## config.mk

```make
export PLATFORM = sky130hd
export DESIGN_NAME = uart_reg_ctrl_flat
export DESIGN_NICKNAME = d
export VERILOG_FILES = /design/src/rtl/uart_reg_ctrl_if.sv /design/src/rtl/uart_reg_ctrl.sv /design/src/flat_wrapper.sv
export SDC_FILE = /design/constraint.sdc
export NUM_CORES = 1
export LEC_CHECK = 0
export CORE_AREA = 2 2 67 69
export CTS_CLUSTER_SIZE = 10
export DETAILED_ROUTE_END_ITERATION = 10
export DIE_AREA = 0 0 69 71
export DONT_BUFFER_PORTS = 1
export PLACE_DENSITY = 0.93
export SLEW_MARGIN = 5
export SYNTH_ARGS = -nofsm -noshare
export SYNTH_HDL_FRONTEND = slang
export SYNTH_SLANG_ARGS = --single-unit
```

## constraint.sdc

```tcl
create_clock -name clk -period 2.9 [get_ports clk]
set_clock_uncertainty 0.2 [all_clocks]
set_input_delay 0.58 -clock clk [delete_from_list [all_inputs] [get_ports clk]]
set_output_delay 0.58 -clock clk [all_outputs]
set_load 0.01 [all_outputs]
```

## src/rtl/uart_reg_ctrl_if.sv

```systemverilog
// uart_reg_ctrl_if: single-beat CPU register bus between the peripheral bridge
// and the UART register front-end; ack/rdata return one cycle after req.
interface uart_reg_ctrl_if;
    logic        req;
    logic        we;
    logic [7:0]  addr;
    logic [31:0] wdata;
    logic [31:0] rdata;
    logic        ack;

    modport master (
        output req, we, addr, wdata,
        input  rdata, ack
    );

    modport slave (
        input  req, we, addr, wdata,
        output rdata, ack
    );
endinterface

```

## src/rtl/uart_reg_ctrl.sv

```systemverilog
// uart_reg_ctrl: UART register front-end, TX/RX byte buffering and link scheduler.
// Optional UART_REG_CTRL_RX_FIFO_EN turns the RX holding register into a 4-deep FIFO.
module uart_reg_ctrl #(
    parameter int               DIV_W     = 16,
    parameter logic [DIV_W-1:0] DIV_RESET = 16'd868
) (
    input  logic             clk,
    input  logic             rst_n,
    uart_reg_ctrl_if.slave   bus,
    output logic [DIV_W-1:0] divider,
    output logic             tx_valid,
    output logic [7:0]       tx_data,
    input  logic             tx_ready,
    input  logic             tx_busy,
    input  logic             rx_valid,
    input  logic [7:0]       rx_data,
    input  logic             rx_busy,
    output logic             rx_en,
    output logic             irq
);

    typedef enum logic [1:0] {
        S_IDLE,
        S_OFFER,
        S_WAIT_RX
    } state_e;

    localparam logic [1:0] M_SIMPLEX = 2'b00;
    localparam logic [1:0] M_HALF    = 2'b01;
    localparam logic [1:0] M_FULL    = 2'b10;

    localparam logic [5:0] A_DIV  = 6'd0;
    localparam logic [5:0] A_RXD  = 6'd1;
    localparam logic [5:0] A_RXS  = 6'd2;
    localparam logic [5:0] A_TXD  = 6'd3;
    localparam logic [5:0] A_TXS  = 6'd4;
    localparam logic [5:0] A_MASK = 6'd5;
    localparam logic [5:0] A_STAT = 6'd6;
    localparam logic [5:0] A_VER  = 6'd7;

    state_e           state_q, state_d;
    logic [DIV_W-1:0] div_q, div_d;
    logic [1:0]       mode_q, mode_d;
    logic [2:0]       mask_q, mask_d;
    logic             tx_full_q, tx_full_d;
    logic [7:0]       tx_byte_q, tx_byte_d;
    logic             ovr_q, ovr_d;
    logic             irq_q, irq_d;
    logic             ack_q, ack_d;
    logic [31:0]      rdata_q, rdata_d;

    logic       rd, wr;
    logic [5:0] sel;
    logic       rx_avail, rx_full, rx_src_d;
    logic       pop, push, ovr_set;
    logic [7:0] rx_head;
    logic [3:0] rxs_ext;
    logic       unused_bits;

    assign rd  = bus.req & ~bus.we;
    assign wr  = bus.req & bus.we;
    assign sel = bus.addr[7:2];
    assign unused_bits = ^{bus.addr[1:0], bus.wdata};

    // A pop frees the slot in the same cycle, so a coincident byte is kept.
    assign pop     = rd & (sel == A_RXD) & rx_avail;
    assign push    = rx_valid & (~rx_full | pop);
    assign ovr_set = rx_valid & rx_full & ~pop;

`ifdef UART_REG_CTRL_RX_FIFO_EN
    logic [7:0] fifo_q [4];
    logic [7:0] fifo_d [4];
    logic [1:0] wp_q, wp_d, rp_q, rp_d;
    logic [2:0] cnt_q, cnt_d;

    assign rx_avail = (cnt_q != 3'd0);
    assign rx_full  = (cnt_q == 3'd4);
    assign rx_head  = fifo_q[rp_q];
    assign rxs_ext  = {rx_avail, cnt_q};
    assign rx_src_d = (cnt_d != 3'd0);

    always_comb begin
        fifo_d = fifo_q;
        wp_d   = wp_q;
        rp_d   = rp_q;
        if (push) begin
            fifo_d[wp_q] = rx_data;
            wp_d         = wp_q + 2'd1;
        end
        if (pop) begin
            rp_d = rp_q + 2'd1;
        end
        cnt_d = cnt_q + 3'(push) - 3'(pop);
    end

    always_ff @(posedge clk or negedge rst_n) begin
        if (!rst_n) begin
            for (int i = 0; i < 4; i++) begin
                fifo_q[i] <= '0;
            end
            wp_q  <= '0;
            rp_q  <= '0;
            cnt_q <= '0;
        end else begin
            fifo_q <= fifo_d;
            wp_q   <= wp_d;
            rp_q   <= rp_d;
            cnt_q  <= cnt_d;
        end
    end
`else
    logic       rx_full_q, rx_full_d;
    logic [7:0] rx_byte_q, rx_byte_d;

    assign rx_avail = rx_full_q;
    assign rx_full  = rx_full_q;
    assign rx_head  = rx_byte_q;
    assign rxs_ext  = 4'b0;
    assign rx_src_d = rx_full_d;

    always_comb begin
        rx_full_d = push | (rx_full_q & ~pop);
        rx_byte_d = push ? rx_data : rx_byte_q;
    end

    always_ff @(posedge clk or negedge rst_n) begin
        if (!rst_n) begin
            rx_full_q <= 1'b0;
            rx_byte_q <= '0;
        end else begin
            rx_full_q <= rx_full_d;
            rx_byte_q <= rx_byte_d;
        end
    end
`endif

    // Once OFFER is entered only a handshake may leave it.
    always_comb begin
        state_d = state_q;
        case (state_q)
            S_IDLE: begin
                if (tx_full_q) begin
                    if (mode_q == M_HALF && rx_busy) state_d = S_WAIT_RX;
                    else                             state_d = S_OFFER;
                end
            end
            S_WAIT_RX: begin
                if (!rx_busy) state_d = S_OFFER;
            end
            S_OFFER: begin
                if (tx_ready) state_d = S_IDLE;
            end
            default: state_d = S_IDLE;
        endcase
    end

    always_comb begin
        div_d     = div_q;
        mode_d    = mode_q;
        mask_d    = mask_q;
        tx_full_d = tx_full_q;
        tx_byte_d = tx_byte_q;
        ovr_d     = ovr_q;
        ack_d     = bus.req;
        rdata_d   = '0;

        if (tx_valid && tx_ready) tx_full_d = 1'b0;

        if (wr) begin
            case (sel)
                A_DIV:  div_d = bus.wdata[DIV_W-1:0];
                A_RXS:  if (bus.wdata[1]) ovr_d = 1'b0;
                A_TXD: begin
                    if (!tx_full_q) begin
                        tx_full_d = 1'b1;
                        tx_byte_d = bus.wdata[7:0];
                    end
                end
                A_MASK: mask_d = bus.wdata[2:0];
                A_STAT: mode_d = (bus.wdata[1:0] == 2'b11) ? M_FULL
                                                           : bus.wdata[1:0];
                default: ;
            endcase
        end

        if (ovr_set) ovr_d = 1'b1;

        if (rd) begin
            case (sel)
                A_DIV:  rdata_d = 32'(div_q);
                A_RXD:  rdata_d = rx_avail ? {24'b0, rx_head} : 32'b0;
                A_RXS:  rdata_d = {26'b0, rxs_ext, ovr_q, rx_full};
                A_TXS:  rdata_d = {30'b0, tx_busy, tx_full_q};
                A_MASK: rdata_d = {29'b0, mask_q};
                A_STAT: rdata_d = {28'b0, tx_busy, rx_busy, mode_q};
                A_VER:  rdata_d = 32'h0001_0000;
                default: rdata_d = '0;
            endcase
        end

        irq_d = |(mask_d & {ovr_d, ~tx_full_d, rx_src_d});
    end

    always_ff @(posedge clk or negedge rst_n) begin
        if (!rst_n) begin
            state_q   <= S_IDLE;
            div_q     <= DIV_RESET;
            mode_q    <= M_FULL;
            mask_q    <= '0;
            tx_full_q <= 1'b0;
            tx_byte_q <= '0;
            ovr_q     <= 1'b0;
            irq_q     <= 1'b0;
            ack_q     <= 1'b0;
            rdata_q   <= '0;
        end else begin
            state_q   <= state_d;
            div_q     <= div_d;
            mode_q    <= mode_d;
            mask_q    <= mask_d;
            tx_full_q <= tx_full_d;
            tx_byte_q <= tx_byte_d;
            ovr_q     <= ovr_d;
            irq_q     <= irq_d;
            ack_q     <= ack_d;
            rdata_q   <= rdata_d;
        end
    end

    assign bus.ack   = ack_q;
    assign bus.rdata = rdata_q;
    assign divider   = div_q;
    assign tx_valid  = (state_q == S_OFFER);
    assign tx_data   = tx_byte_q;
    assign irq       = irq_q;
    assign rx_en     = (mode_q != M_SIMPLEX) & ~((mode_q == M_HALF) & tx_busy);

endmodule

```

## src/flat_wrapper.sv

```systemverilog
// flat-port wrapper written by rule: the top's interface ports become plain ports
module uart_reg_ctrl_flat 
#(
    parameter int               DIV_W     = 16,
    parameter logic [DIV_W-1:0] DIV_RESET = 16'd868
)
  (clk, rst_n, divider, tx_valid, tx_data, tx_ready, tx_busy, rx_valid, rx_data, rx_busy, rx_en, irq, bus_req, bus_we, bus_addr, bus_wdata, bus_rdata, bus_ack);
  uart_reg_ctrl_if bus_i ();
  input  logic clk;
  input  logic rst_n;
  output logic [DIV_W-1:0] divider;
  output logic tx_valid;
  output logic [7:0] tx_data;
  input  logic tx_ready;
  input  logic tx_busy;
  input  logic rx_valid;
  input  logic [7:0] rx_data;
  input  logic rx_busy;
  output logic rx_en;
  output logic irq;
  input wire logic [$bits(bus_i.req)-1:0] bus_req;
  input wire logic [$bits(bus_i.we)-1:0] bus_we;
  input wire logic [$bits(bus_i.addr)-1:0] bus_addr;
  input wire logic [$bits(bus_i.wdata)-1:0] bus_wdata;
  output wire logic [$bits(bus_i.rdata)-1:0] bus_rdata;
  output wire logic [$bits(bus_i.ack)-1:0] bus_ack;
  assign bus_i.req = bus_req;
  assign bus_i.we = bus_we;
  assign bus_i.addr = bus_addr;
  assign bus_i.wdata = bus_wdata;
  assign bus_rdata = bus_i.rdata;
  assign bus_ack = bus_i.ack;
  uart_reg_ctrl #(.DIV_W(DIV_W), .DIV_RESET(DIV_RESET)) u_core (.clk(clk), .rst_n(rst_n), .bus(bus_i), .divider(divider), .tx_valid(tx_valid), .tx_data(tx_data), .tx_ready(tx_ready), .tx_busy(tx_busy), .rx_valid(rx_valid), .rx_data(rx_data), .rx_busy(rx_busy), .rx_en(rx_en), .irq(irq));
endmodule
```

* Yosys cells after proc, flatten, opt, wreduce, memory -nomap -nowiden
Cells that the tools add are included.
Operators by class: eq/ne operators 14, multiplexer cells 19, bitwise operators 19, reduce and logical (&&, ||, !) cells 10
Operators with widths (number):
- $pmux 32 s7 | 1
- $mux 32 | 1
- $eq 6x3->1 const B | 4
- $eq 6x2->1 const B | 2
- $and 1x1->1 | 10
- $mux 2 | 5
- $mux 1 | 8
- $mux 8 | 1
- $eq 6x1->1 const B | 1
- $logic_not 6->1 | 1
- $mux 3 | 2
- $not 1->1 | 6
- $pmux 2 s3 | 1
- $reduce_and 3->1 | 2
- $eq 2x1->1 const B | 2
- $eq 2x2->1 const B | 2
- $ne 2x2->1 const B | 2
- $reduce_and 2->1 | 2
- $and 3x3->3 | 1
- $reduce_or 3->1 | 1
- $logic_and 1x1->1 | 2
- $logic_not 2->1 | 1
- $ne 2x1->1 const B | 1
- $or 1x1->1 | 2
- $reduce_bool 2->1 | 1
Storage, ports and cells: flip-flop bits (word level) 76, bits of input ports 56, logic and storage cells 74

* Depth between registers and ports, before layout
depth in word-level cells 9, mapped depth 6, depth with buffers taken out 4

* Least setup slack after synthesis
Ideal clock, no wire load.
path kind input to register, start input bus_addr[5], end register u_core.irq_q (netlist: u_core.irq), setup time 0.126 ns, arrival time 2.216 ns, data required time 2.574 ns, slack 0.358 ns, cell stages on the path 4, buffers on the path 0, path through or4b_2 -> nor3_1 -> mux2_2 -> a221o_1
On the way: elaborated cells on any way between the ends 22, classes of those cells eq/ne: 4; mux: 7; bitwise: 10; reduce/logical: 1
RTL lines:
- start: declaration | RTL line flat_wrapper.sv:23 | input wire logic [$bits(bus_i.addr)-1:0] bus_addr;
- $eq 6x3->1 | RTL line uart_reg_ctrl.sv:170 | case (sel)
- $mux 3 | RTL line uart_reg_ctrl.sv:170
- $mux 3 | RTL line uart_reg_ctrl.sv:169 | if (wr) begin
- net u_core.mask_d[0] | RTL line uart_reg_ctrl.sv:44 | logic [2:0] mask_q, mask_d;
- $and 3x3->3 | RTL line uart_reg_ctrl.sv:201 | irq_d = |(mask_d & {ovr_d, ~tx_full_d, rx_src_d});
- $reduce_or 3->1 | RTL line uart_reg_ctrl.sv:201
- net u_core.irq_d | RTL line uart_reg_ctrl.sv:48 | logic irq_q, irq_d;
- end signal: assignment | RTL line uart_reg_ctrl.sv:224 | irq_q <= irq_d;
- end: declaration | RTL line uart_reg_ctrl.sv:48
The timed path passes the listed nets, and every way through them passes these cells. A chain may end at the register's enable or synchronous reset.

* Final worst setup path
Same ends and word-level chain as after synthesis.

==> flow_summary.json <==
{
  "critPathBufInv": 0,
  "rsz0062_at_grt": "false",
  "vias": 1602,
  "grt_max_degree": 62,
  "dp_cells": 252,
  "fin_setup_tns_ns": 0,
  "synth_edf_count": 0,
  "fmax_mhz": 432,
  "total_power_w": 0.00178,
  "synth_area_per_cell_sq_um": 13.5,
  "cts.sinks": 61,
  "synthCells": 203,
  "cp_slowest_cell": "or4b_2",
  "grt_pass1_wl_um": 9090,
  "syn2layout_area_growth_pct": 7.01,
  "synth-seq-cells": 61,
  "clk_latency_ns": 0.33,
  "ir_drop_mv": 0.377,
  "synth_cell_types": 48,
  "drt_pass1_iterations": 7,
  "dp_hpwl_um": 3950,
  "cp.arrival_ns": 2.32,
  "wire_per_inst_um": 20.6,
  "drcViolationCount": 0,
  "fin_cells": 270,
  "path_delay_family": "simple AND/OR/NAND/NOR gates",
  "yosysSeqAreaShare_pct": 56.1,
  "dieArea_sq_mm": 0.00490,
  "dieHeight_um": 71,
  "ys_warn_count": 0,
  "row_count": 24,
  "cts-root-buf": "clkbuf_8",
  "required_ns": 2.91,
  "end_kind": "flip-flop",
  "cp.depth": 4,
  "cellLeakagePower_nw": 1.39,
  "grt-ovfl-total": 0,
  "ant_nets": 0,
  "vias_per_cell": 5.93,
  "timing.hold.ws_ns": 0.0762,
  "reg2reg_from": "u_core.tx_full_q",
  "critical_path_class": "in -> reg",
  "min_from": "bus_req",
  "finalCritPeriodShare_pct": 79.7,
  "syn_area_sq_mm": 0.00273,
  "die_w_um": 69,
  "core_sq_mm": 0.00420,
  "fillCellCount": 300,
  "synth_top_area_share_pct": 50.4,
  "cts_tree": "done",
  "start_util_pct": 65.0,
  "track_usage_pct": 25.2,
  "synth_top_area_cell": "dfrtp_1",
  "drv_slew": 0,
  "finalHoldViolCount": 0,
  "synth_area_leaders": "dfrtp_1 50%, mux2_4 9.9%, mux2_2 7.4%",
  "place.gp.congestion": 0.874,
  "diodes": 0,
  "io_pins": 116,
  "drive_gt1_share_pct": 30.3,
  "status": "finished, final reports clean",
  "clk_path_buf_depth": 2,
  "dr.first_iter.drc_count": 106,
  "setup_viol": 0,
  "multi_input_area_sq_mm": 0.00108,
  "cp_max_fo": 4,
  "finalNetCount": 269,
  "crit_path_end": "u_core.irq",
  "maxCapViolations": 0,
  "cts_made_buffers": 9,
  "port_buffers": 0,
  "async_flop_share_pct": 100,
  "p_per_area_mw_per_mm2": 610,
  "reg2reg_slack_ns": 1.26,
  "hold_class": "in -> reg",
  "seq_area_sq_mm": 0.00153,
  "r2r-end": "u_core.tx_data[7]",
  "wirelength_um": 5560,
  "slowest_delay_ns": 0.72,
  "start_kind": "primary input",
  "startpoint": "bus_addr[5]",
  "worstRegToRegCells": 3,
  "grt_pass1_vias": 1737,
  "path_cells": "or4b_2 -> nor3_1 -> mux2_2 -> a221o_1",
  "min_period_ns": 2.31,
  "yosys_most_used_dff": "dfrtp_1",
  "htree_levels": 3,
  "cts.reportedPaths.clkPinSlew_ns": 0.06,
  "antenna_found_initial": 0
}
==> worst min path at each step <==
stage	cells past startpoint	to	slack, ns
6_report	0	u_core.bus.ack	0.08
5_1_grt	0	u_core.bus.ack	0.05
4_1_cts	0	u_core.bus.ack	0.06
3_5_place_dp	0	u_core.bus.rdata[9]	0.09
3_3_place_gp	0	u_core.bus.rdata[8]	0.09
2_1_floorplan	0	u_core.bus.ack	0.08
==> cell families after synthesis <==
| group | share of synthesized area (%) |
|---|---|
| buffers and inverters | 6.18 |
| AND/OR/NAND/NOR | 12.8 |
| other | 0.137 |
| flip-flops | 56.1 |
| AO/OA/AOI/OAI | 6.73 |
| multiplexers | 18.0 |
==> through the flow <==
stage / setup slack [ns] / area (sq um) / util (%)
2_1_floorplan: 0.358 / 2790 / -
3_3_place_gp: 0.221 / 2730 / 64.9
3_5_place_dp: 0.242 / 2730 / 64.9
4_1_cts: 0.594 / 2920 / 69.6
5_1_grt: 0.539 / 2920 / 69.6
6_report: 0.588 / 2920 / 69.6
==> power breakdown <==
part	switching, W	leakage, nW	internal [W]
registers	0.0000709	0.790	0.000924
clock network	0.000291	0.0790	0.000336
logic	0.0000732	0.525	0.0000902
total	0.000435	1.39	0.00135
==> sequential cells by signal (all words and copies together) (netlist names) <==
signal / flops
u_core.tx_data: 8
u_core.rx_avail: 1
u_core.mode_q: 2
u_core.divider: 16
u_core.bus.ack: 1
u_core.rx_byte_q: 8
u_core.state_q: 2
u_core.ovr_q: 1
u_core.bus.rdata: 17
u_core.irq: 1
u_core.tx_full_q: 1
u_core.mask_q: 3
==> metal layers <==
layer  track usage, %  wire (um)  up-vias
li1                 -          -      714
met1             32.1       2200      791
met2             38.1       2700       87
met3             10.4        574       10
met4             11.3         90        0
met5                0          0        -
==> cells in the final DEF, fill, tap and decap left out, types with 3 or more instances in the layout <==
master	netlist	routed
mux2_4	18	18
nand2_1	8	8
clkbuf_1	4	6
and2_1	10	10
clkbuf_8	0	10
a22oi_1	4	4
a21oi_1	3	3
nand2b_1	4	4
o21ai_0	3	3
mux2_2	18	18
nor2b_1	3	3
dfrtp_1	55	55
conb_1	1	15
buf_4	15	5
nor2_1	6	6
dfstp_2	6	6
==> cell type report <==
type,count,area share [%]
flip-flops and latches,61,52.5
repair buffers,7,2.57
clock buffers,16,5.48
well taps,52,2.23
inverters,2,0.257
multi-input cells,132,37.0
==> cells in the mapped netlist (3+ instances only) <==
library cell	instances
a22oi_1	4
buf_4	15
nand2b_1	4
nand2_1	8
dfrtp_1	55
mux2_2	18
o21ai_0	3
mux2_4	18
nor2b_1	3
clkbuf_1	4
a21oi_1	3
nor2_1	6
dfstp_2	6
buf_6	3
and2_1	10
==> repair_timing <==
item / in CTS / in global routing
setup buffers: 0 / 0
hold endpoints to repair: 61 / 0
resized for setup: 0 / 0
hold buffers: 2 / 0
No activity file was read; power rests on OpenSTA's default activity.
